<file path="src/rtl/sync_perf_event_tracker_pkg.sv">
// Shared definitions for the per-thread barrier lifecycle tracker.
// Provides the tracker state encoding, id widths and the event row indices
// used by the tile performance counter when indexing perf_events.
package sync_perf_event_tracker_pkg;

  localparam int unsigned THREAD_NUMB_DEF = 8;
  localparam int unsigned THREAD_ID_W     = $clog2(THREAD_NUMB_DEF);
  localparam int unsigned BARRIER_W       = 6;

  typedef logic [THREAD_ID_W-1:0] thread_id_t;
  typedef logic [BARRIER_W-1:0]   barrier_t;

  typedef enum logic [2:0] {
    IDLE,
    SEND,
    WAIT,
    GAP1,
    GAP2
  } perf_trk_state_t;

  // Row indices into perf_events, shared with the performance counter.
  localparam int unsigned PERF_EV_DETECT = 0;
  localparam int unsigned PERF_EV_SEND   = 1;

endpackage

</file>
<file path="src/rtl/sync_perf_event_tracker_thread_fsm.sv">
// One thread's barrier lifecycle FSM: IDLE -> SEND -> WAIT -> GAP1 -> GAP2 -> IDLE.
// Holds the pending re-issue bit, the latched barrier id and, when SYNC_PERF_TIMEOUT_EN
// is defined, a saturating WAIT-cycle counter driving a one-shot timeout pulse.
// Ports:
//   clk, reset          clock, async active-high reset
//   issue_hit           barrier_core issue addressed to this thread
//   issue_barrier_id    barrier id carried by that issue
//   accept_hit          account request for this thread accepted by the network
//   release_hit         release message frees this thread
//   send, detect        level events: state SEND / state WAIT
//   barrier_id          id latched at issue
//   error               combinational strobe: an event illegal in the current state
//   wait_timeout        1-cycle pulse on the WAIT_TIMEOUT-th WAIT cycle
module sync_perf_event_tracker_thread_fsm
  import sync_perf_event_tracker_pkg::*;
#(
  parameter int unsigned WAIT_TIMEOUT = 1024
) (
  input  logic     clk,
  input  logic     reset,
  input  logic     issue_hit,
  input  barrier_t issue_barrier_id,
  input  logic     accept_hit,
  input  logic     release_hit,
  output logic     send,
  output logic     detect,
  output barrier_t barrier_id,
  output logic     error,
  output logic     wait_timeout
);

  perf_trk_state_t state_q, state_d;
  logic            pending_q, pending_d;
  barrier_t        barrier_id_q, barrier_id_d;

  always_ff @(posedge clk or posedge reset) begin
    if (reset) begin
      state_q      <= IDLE;
      pending_q    <= 1'b0;
      barrier_id_q <= '0;
    end else begin
      state_q      <= state_d;
      pending_q    <= pending_d;
      barrier_id_q <= barrier_id_d;
    end
  end

  always_comb begin
    state_d      = state_q;
    pending_d    = pending_q;
    barrier_id_d = barrier_id_q;
    unique case (state_q)
      IDLE: begin
        if (issue_hit) begin
          state_d      = SEND;
          barrier_id_d = issue_barrier_id;
        end
      end
      SEND: begin
        // Accept and release together means the barrier was already complete.
        if (accept_hit) state_d = release_hit ? GAP1 : WAIT;
      end
      WAIT: begin
        if (release_hit) state_d = GAP1;
      end
      GAP1: begin
        state_d = GAP2;
        if (issue_hit && !pending_q) begin
          pending_d    = 1'b1;
          barrier_id_d = issue_barrier_id;
        end
      end
      GAP2: begin
        if (pending_q) begin
          state_d   = SEND;
          pending_d = 1'b0;
        end else if (issue_hit) begin
          state_d      = SEND;
          barrier_id_d = issue_barrier_id;
        end else begin
          state_d = IDLE;
        end
      end
      default: state_d = IDLE;
    endcase
  end

  // Illegal events are ignored by the FSM above and only reported here.
  always_comb begin
    error = 1'b0;
    if (issue_hit && ((state_q == SEND) || (state_q == WAIT) || pending_q)) error = 1'b1;
    if (accept_hit && (state_q != SEND)) error = 1'b1;
    if (release_hit && (state_q != SEND) && (state_q != WAIT)) error = 1'b1;
  end

  assign send       = (state_q == SEND);
  assign detect     = (state_q == WAIT);
  assign barrier_id = barrier_id_q;

`ifdef SYNC_PERF_TIMEOUT_EN
  localparam int unsigned CntW = $clog2(WAIT_TIMEOUT + 1);

  logic [CntW-1:0] wait_cnt_q, wait_cnt_d;

  // wait_cnt_q holds the number of WAIT cycles already completed, saturating.
  always_comb begin
    wait_cnt_d = wait_cnt_q;
    if ((state_q != WAIT) && (state_d == WAIT)) begin
      wait_cnt_d = '0;
    end else if ((state_q == WAIT) && (wait_cnt_q != CntW'(WAIT_TIMEOUT))) begin
      wait_cnt_d = wait_cnt_q + CntW'(1);
    end
  end

  always_ff @(posedge clk or posedge reset) begin
    if (reset) wait_cnt_q <= '0;
    else       wait_cnt_q <= wait_cnt_d;
  end

  assign wait_timeout = (state_q == WAIT) && (wait_cnt_q == CntW'(WAIT_TIMEOUT - 1));
`else
  logic [31:0] unused_wait_timeout;
  assign unused_wait_timeout = WAIT_TIMEOUT;
  assign wait_timeout        = 1'b0;
`endif

endmodule

</file>
<file path="src/rtl/sync_perf_event_tracker.sv">
// Per-thread barrier lifecycle tracker feeding the tile performance counter.
// Decodes barrier_core issues, accepted account requests and release messages per thread,
// runs one lifecycle FSM per thread and exports the detect (WAIT) and send (SEND) level events.
// Optional feature: define SYNC_PERF_TIMEOUT_EN to enable per-thread WAIT timeout pulses.
// Ports:
//   clk, reset            clock, async active-high reset
//   bc_issue_*            barrier_core issue strobe, thread id, barrier id
//   acc_req_*             account request handshake and owning thread
//   release_valid/mask    release message and the set of threads it frees
//   perf_events           [PERF_EV_DETECT]=WAIT per thread, [PERF_EV_SEND]=SEND per thread
//   thread_barrier_id     barrier id latched at issue, per thread
//   protocol_error        sticky flag for any illegal event
//   wait_timeout          per-thread 1-cycle WAIT timeout pulse
module sync_perf_event_tracker
  import sync_perf_event_tracker_pkg::*;
#(
  parameter int unsigned THREAD_NUMB  = THREAD_NUMB_DEF,
  parameter int unsigned WAIT_TIMEOUT = 1024
) (
  input  logic                         clk,
  input  logic                         reset,
  input  logic                         bc_issue_valid,
  input  thread_id_t                   bc_issue_thread_id,
  input  barrier_t                     bc_issue_barrier_id,
  input  logic                         acc_req_valid,
  input  logic                         acc_req_ready,
  input  thread_id_t                   acc_req_thread_id,
  input  logic                         release_valid,
  input  logic [THREAD_NUMB-1:0]       release_thread_mask,
  output logic [1:0][THREAD_NUMB-1:0]  perf_events,
  output barrier_t [THREAD_NUMB-1:0]   thread_barrier_id,
  output logic                         protocol_error,
  output logic [THREAD_NUMB-1:0]       wait_timeout
);

  logic [THREAD_NUMB-1:0] issue_hit, accept_hit, release_hit;
  logic [THREAD_NUMB-1:0] send, detect, thread_err;
  logic                   acc_fire;
  logic                   protocol_error_q;

  // A ready without valid is not a handshake and is dropped here.
  assign acc_fire    = acc_req_valid && acc_req_ready;
  assign release_hit = release_valid ? release_thread_mask : '0;

  for (genvar i = 0; i < THREAD_NUMB; i++) begin : g_thread
    assign issue_hit[i]  = bc_issue_valid && (bc_issue_thread_id == thread_id_t'(i));
    assign accept_hit[i] = acc_fire && (acc_req_thread_id == thread_id_t'(i));

    sync_perf_event_tracker_thread_fsm #(
      .WAIT_TIMEOUT(WAIT_TIMEOUT)
    ) u_fsm (
      .clk              (clk),
      .reset            (reset),
      .issue_hit        (issue_hit[i]),
      .issue_barrier_id (bc_issue_barrier_id),
      .accept_hit       (accept_hit[i]),
      .release_hit      (release_hit[i]),
      .send             (send[i]),
      .detect           (detect[i]),
      .barrier_id       (thread_barrier_id[i]),
      .error            (thread_err[i]),
      .wait_timeout     (wait_timeout[i])
    );
  end

  assign perf_events[PERF_EV_DETECT] = detect;
  assign perf_events[PERF_EV_SEND]   = send;

  always_ff @(posedge clk or posedge reset) begin
    if (reset)            protocol_error_q <= 1'b0;
    else if (|thread_err) protocol_error_q <= 1'b1;
  end

  assign protocol_error = protocol_error_q;

endmodule
</file>
<file path="config.mk">
export PLATFORM = sky130hd
export DESIGN_NAME = sync_perf_event_tracker
export DESIGN_NICKNAME = d
export VERILOG_FILES = /design/src/rtl/sync_perf_event_tracker_pkg.sv /design/src/rtl/sync_perf_event_tracker_thread_fsm.sv /design/src/rtl/sync_perf_event_tracker.sv
export SDC_FILE = /design/constraint.sdc
export NUM_CORES = 1
export LEC_CHECK = 0
export CORE_MARGIN = 2
export CORE_UTILIZATION = 50
export CTS_BUF_LIST = sky130_fd_sc_hd__clkbuf_16
export CTS_CLUSTER_SIZE = 30
export DETAILED_ROUTE_END_ITERATION = 10
export GPL_TIMING_DRIVEN = 0
export PLACE_DENSITY = 0.8
export SYNTH_ARGS = -nofsm -noshare
export SYNTH_HDL_FRONTEND = slang
export SYNTH_SLANG_ARGS = --single-unit
</file>
<file path="constraint.sdc">
create_clock -name clk -period 2.9 [get_ports clk]
set_input_delay 0.58 -clock clk [delete_from_list [all_inputs] [get_ports clk]]
set_output_delay 0.58 -clock clk [all_outputs]
set_load 0.01 [all_outputs]
</file>
==> results.md <==
| Result | Value | Unit |
| --- | --- | --- |
| Kind of launch point of the worst setup path | register | - |
| Layout area overhead | 33.8 | % |
| Clock latency on the worst-skew pair | 0.33 | ns |
| Top delay family on crit path | buffers and inverters | - |
| Min setup slack post-route | 0.313 | ns |
| Total Power | 5.24 | mW |
| Count of cells resized by post-cts repair | 0 | - |
| Number of buffer and inverter stages on the critical path | 4 | - |
| Number of top-level pins | 99 | - |
| Ratio of cells with drive above 1 in the final layout | 22.9 | % |
| Number of DRC markers in iteration 0 | 123 | - |
| Result of the run | finished, final reports clean | - |
| Fin. Hold Viols | 0 | - |
| Standby leakage power | 2.45 | nW |
| Delay of the slowest cell on the worst path | 0.52 | ns |
| Cell total after placement | 604 | - |
| Count of endpoints failing setup in the final report | 0 | - |
| Number of detailed-routing iterations run before antenna repair | 4 | - |
| Met3 capacity usage during global routing | 8.06 | % |
| Buffers added on ports | 90 | - |
| Post-DRT Antenna Nets | 0 | - |
| Average vias per placed instance | 5.44 | - |
| Met2 global-route usage | 38.3 | % |
| Overall fraction of global-route tracks in use | 23.4 | % |
| Number of max-cap violations | 0 | - |
| Critical path arrival | 2.01 | ns |
| Min Tclk post-route | 2.59 | ns |
| Multi-input gate area in the final layout | 1860 | um2 |
| Pin count of the biggest net entering global routing | 55 | - |
| Library cells used by synthesis | 53 | - |
| Number of synthesized register bits | 81 | - |
| Synthesized instance count | 401 | - |
| Fill cell instance count of the final layout | 642 | - |
| R2R Path End | protocol_error$_DFFE_PP0P_ | - |
| Critical Path Slowest Stage Cell | clkdlybuf4s50_1 | - |
| Avg Inst Size Synth | 10.4 | um2 |
| Number of buffers added by the clock tree synthesis step | 9 | - |
| Reg2reg path depth | 5 | - |
| Crit Reg-Reg Startpoint | g_thread[2].u_fsm.state_q[0]$_DFFE_PP0P_ | - |
| Share of the yosys chip area belonging to registers | 48.4 | % |
| Worst slew margin | 53.8 | % |
| Sequential cell area in the final layout | 2030 | um2 |
| X dimension of the die | 95.5 | um |
| Data required, critical path | 2.32 | ns |
| Most heavily used metal layer in global routing | met2 | - |
| CP Capture Type | output pin | - |
| Dominant synthesized flop cell | dfrtp_1 | - |
| Cell depth of the worst setup path | 5 | - |
| Area of the die | 9130 | um2 |
| Setup repair after global routing missed its margin | false | - |
| Clock transition time at the flip-flop clock pins of the worst setup and hold paths | 0.06 | ns |
| Number of global-route vias before repair | 3372 | - |
| Register-to-Register Setup Slack | 1.03 | ns |
| Maximum clock skew at final layout | 0.00500 | ns |
| Area of the core region | 8180 | um2 |
| HPWL after DPL | 7290 | um |
| Count of yosys warnings during synthesis | 0 | - |
| Maximum resistive drop on vdd | 0.000590 | V |
| Slew Limit Fails | 0 | - |
| Post-synthesis instance area | 4190 | um2 |
| Global routing usage on met1 | 29.0 | % |
| Drt drc | 0 | - |
| Least-Margin Pin Slew | 0.688 | ns |
| Basic-gate share of the synthesized area counting and, or, nand and nor cells | 15.1 | % |
| Final core utilization | 68.6 | % |
| Parity-gate share of the synthesized area counting xor and xnor cells | 1.05 | % |
| First-pass GRT wire length | 16400 | um |
| Launching instance or port of the critical path | g_thread[7].u_fsm.state_q[0]$_DFFE_PP0P_ | - |
| Critical path type | reg -> out | - |
| Overflow after GRT | 0 | - |
| Antenna diodes | 0 | - |
| Number of enable-type register cells in the synthesized netlist | 0 | - |
| Async set or reset register ratio after synthesis | 100 | % |
| H-tree lvl count | 3 | - |
| Period utilisation layout | 89.2 | % |
| Per-cell routed wire length | 16.4 | um |
| Setup Buffers After CTS | 0 | - |
| Area share of fa/ha/maj cells after synthesis | 0 | % |
| Initial core utilization | 51.3 | % |
| CP endpoint | perf_events[15] | - |
| Maximum achievable frequency | 387 | MHz |
| CTS tree | done | - |
| Max Buffers Root-to-Sink | 2 | - |
| Number of cells in the finished layout apart from fillers | 620 | - |
| Post-synthesis mux area share | 12.9 | % |
| Worst slack after detailed placement | 0.360 | ns |
| Total via count after detailed routing | 3375 | - |
| Complex-gate fraction of the synthesized area | 14.6 | % |
| RePlAce Congestion | 0.818 | - |
| Number of hold-repair buffers added at the cts stage | 0 | - |
| Routed wire length | 10200 | um |
| Worst-path maximum fanout | 7 | - |
| Pwr dens | 935 | nW/um2 |
| Initial antenna violation count | 0 | - |
| Die outline height | 95.5 | um |
| Number of clock sinks | 81 | - |
| Rows | 33 | - |
| Main combinational cell family by area after synthesis | simple AND/OR/NAND/NOR gates | - |
| List of cells traversed by the critical path | buf_2, inv_1, nor3_1, buf_4, clkdlybuf4s50_1 | - |
| Net count reported at finish | 536 | - |
| Cell at the root of the clock tree | clkbuf_16 | - |
| Classification of the worst-slack hold path | reg -> reg | - |
[area by class of cell]
type	count	share of cell area, %
Tap cell	105	2.34
Clock buffer	9	4.02
Timing Repair Buffer	91	16.6
Inverter	15	1.05
Clock inverter	7	1.81
Buffer	40	4.93
Sequential cell	81	36.2
Multi-Input combinational cell	272	33.1
[layer usage]
| layer | wire length, um | vias to the layer above | part of all wire [%] |
|---|---|---|---|
| li1 | - | 1610 | - |
| met1 | 4190 | 1639 | 41 |
| met2 | 4920 | 110 | 48 |
| met3 | 877 | 16 | 8.6 |
| met4 | 167 | 0 | 1.6 |
| met5 | 0 | - | 0 |
[sequential cells by signal (all words and copies together), names as in the netlist]
signal and flops:
g_thread.u_fsm.barrier_id 48, g_thread.u_fsm.pending_q 8, g_thread.u_fsm.state_q 24, protocol_error 1
[synth_stat cells (4+ instances only)]
cell,n,area share (%)
dfrtp_1,81,48
mux2_2,48,13
nor2_1,37,3.3
buf_4,24,4.3
a21oi_1,18,2.1
nand2_1,18,1.6
o21ai_0,18,2.1
inv_1,14,1.3
nand2b_1,13,1.9
buf_2,11,1.3
nor3_1,10,1.2
a31oi_1,9,1.3
a21o_1,8,1.4
nand3_1,5,0.60
nor2b_1,5,0.75
nor3b_1,5,0.90
o211ai_1,5,0.90
o2bb2ai_1,5,1.0
or2_2,5,0.75
a211oi_1,4,0.72
o21ai_1,4,0.48
or3_1,4,0.60
[cells in the final DEF (no fill, tap or decap), types with 4 or more instances in the layout]
cell type / count
clkdlybuf4s50_1: 90
dfrtp_1: 81
mux2_2: 48
nor2_1: 37
buf_4: 24
nand2_1: 18
a21oi_1: 18
o21ai_0: 18
inv_1: 13
nand2b_1: 13
buf_2: 11
nor3_1: 10
a31oi_1: 9
clkbuf_16: 9
a21o_1: 8
conb_1: 8
or2_2: 5
nand3_1: 5
nor2b_1: 5
o2bb2ai_1: 5
nor3b_1: 5
o211ai_1: 5
a211oi_1: 4
o21ai_1: 4
or3_1: 4
[cell families after synthesis]
kind of cell    after synthesis
simple gates                119
flops                        81
mux                          48
other cells                   1
xor+xnor                      5
compound gates               92
buf+inv                      55
[through the flow]
| step | cell area (um2) | hold slack (ns) | setup TNS [ns] |
|---|---|---|---|
| floorplan | 4220 | 0.507 | 0 |
| global placement | 5250 | 0.488 | -80.97 |
| detailed placement | 5280 | 0.493 | 0 |
| CTS | 5610 | 0.507 | 0 |
| global route | 5610 | 0.526 | 0 |
| finish | 5610 | 0.505 | 0 |
[how the worst min path moves through the flow]
| stage | cells past startpoint | from | endpoint | slack, ns |
|---|---|---|---|---|
| 3_5_place_dp | 1 | g_thread[4].u_fsm.barrier_id[4]$_DFFE_PP0P_ | g_thread[4].u_fsm.barrier_id[4]$_DFFE_PP0P_ | 0.49 |
| 6_report | 1 | g_thread[6].u_fsm.barrier_id[1]$_DFFE_PP0P_ | g_thread[6].u_fsm.barrier_id[1]$_DFFE_PP0P_ | 0.51 |
| 2_1_floorplan | 1 | g_thread[6].u_fsm.pending_q$_DFFE_PP0P_ | g_thread[6].u_fsm.pending_q$_DFFE_PP0P_ | 0.51 |
| 5_1_grt | 1 | g_thread[1].u_fsm.barrier_id[4]$_DFFE_PP0P_ | g_thread[1].u_fsm.barrier_id[4]$_DFFE_PP0P_ | 0.53 |
| 3_3_place_gp | 1 | g_thread[2].u_fsm.barrier_id[1]$_DFFE_PP0P_ | g_thread[2].u_fsm.barrier_id[1]$_DFFE_PP0P_ | 0.49 |
| 4_1_cts | 1 | g_thread[4].u_fsm.barrier_id[4]$_DFFE_PP0P_ | g_thread[4].u_fsm.barrier_id[4]$_DFFE_PP0P_ | 0.51 |
[report_power, final]
part	switching, mW	internal (mW)	total, mW
Clock	0.487	0.762	1.25
Sequential	0.271	1.54	1.81
Combinational	0.905	1.28	2.18
Total	1.66	3.58	5.24
Note: power is estimated with default switching activity, not from simulation.
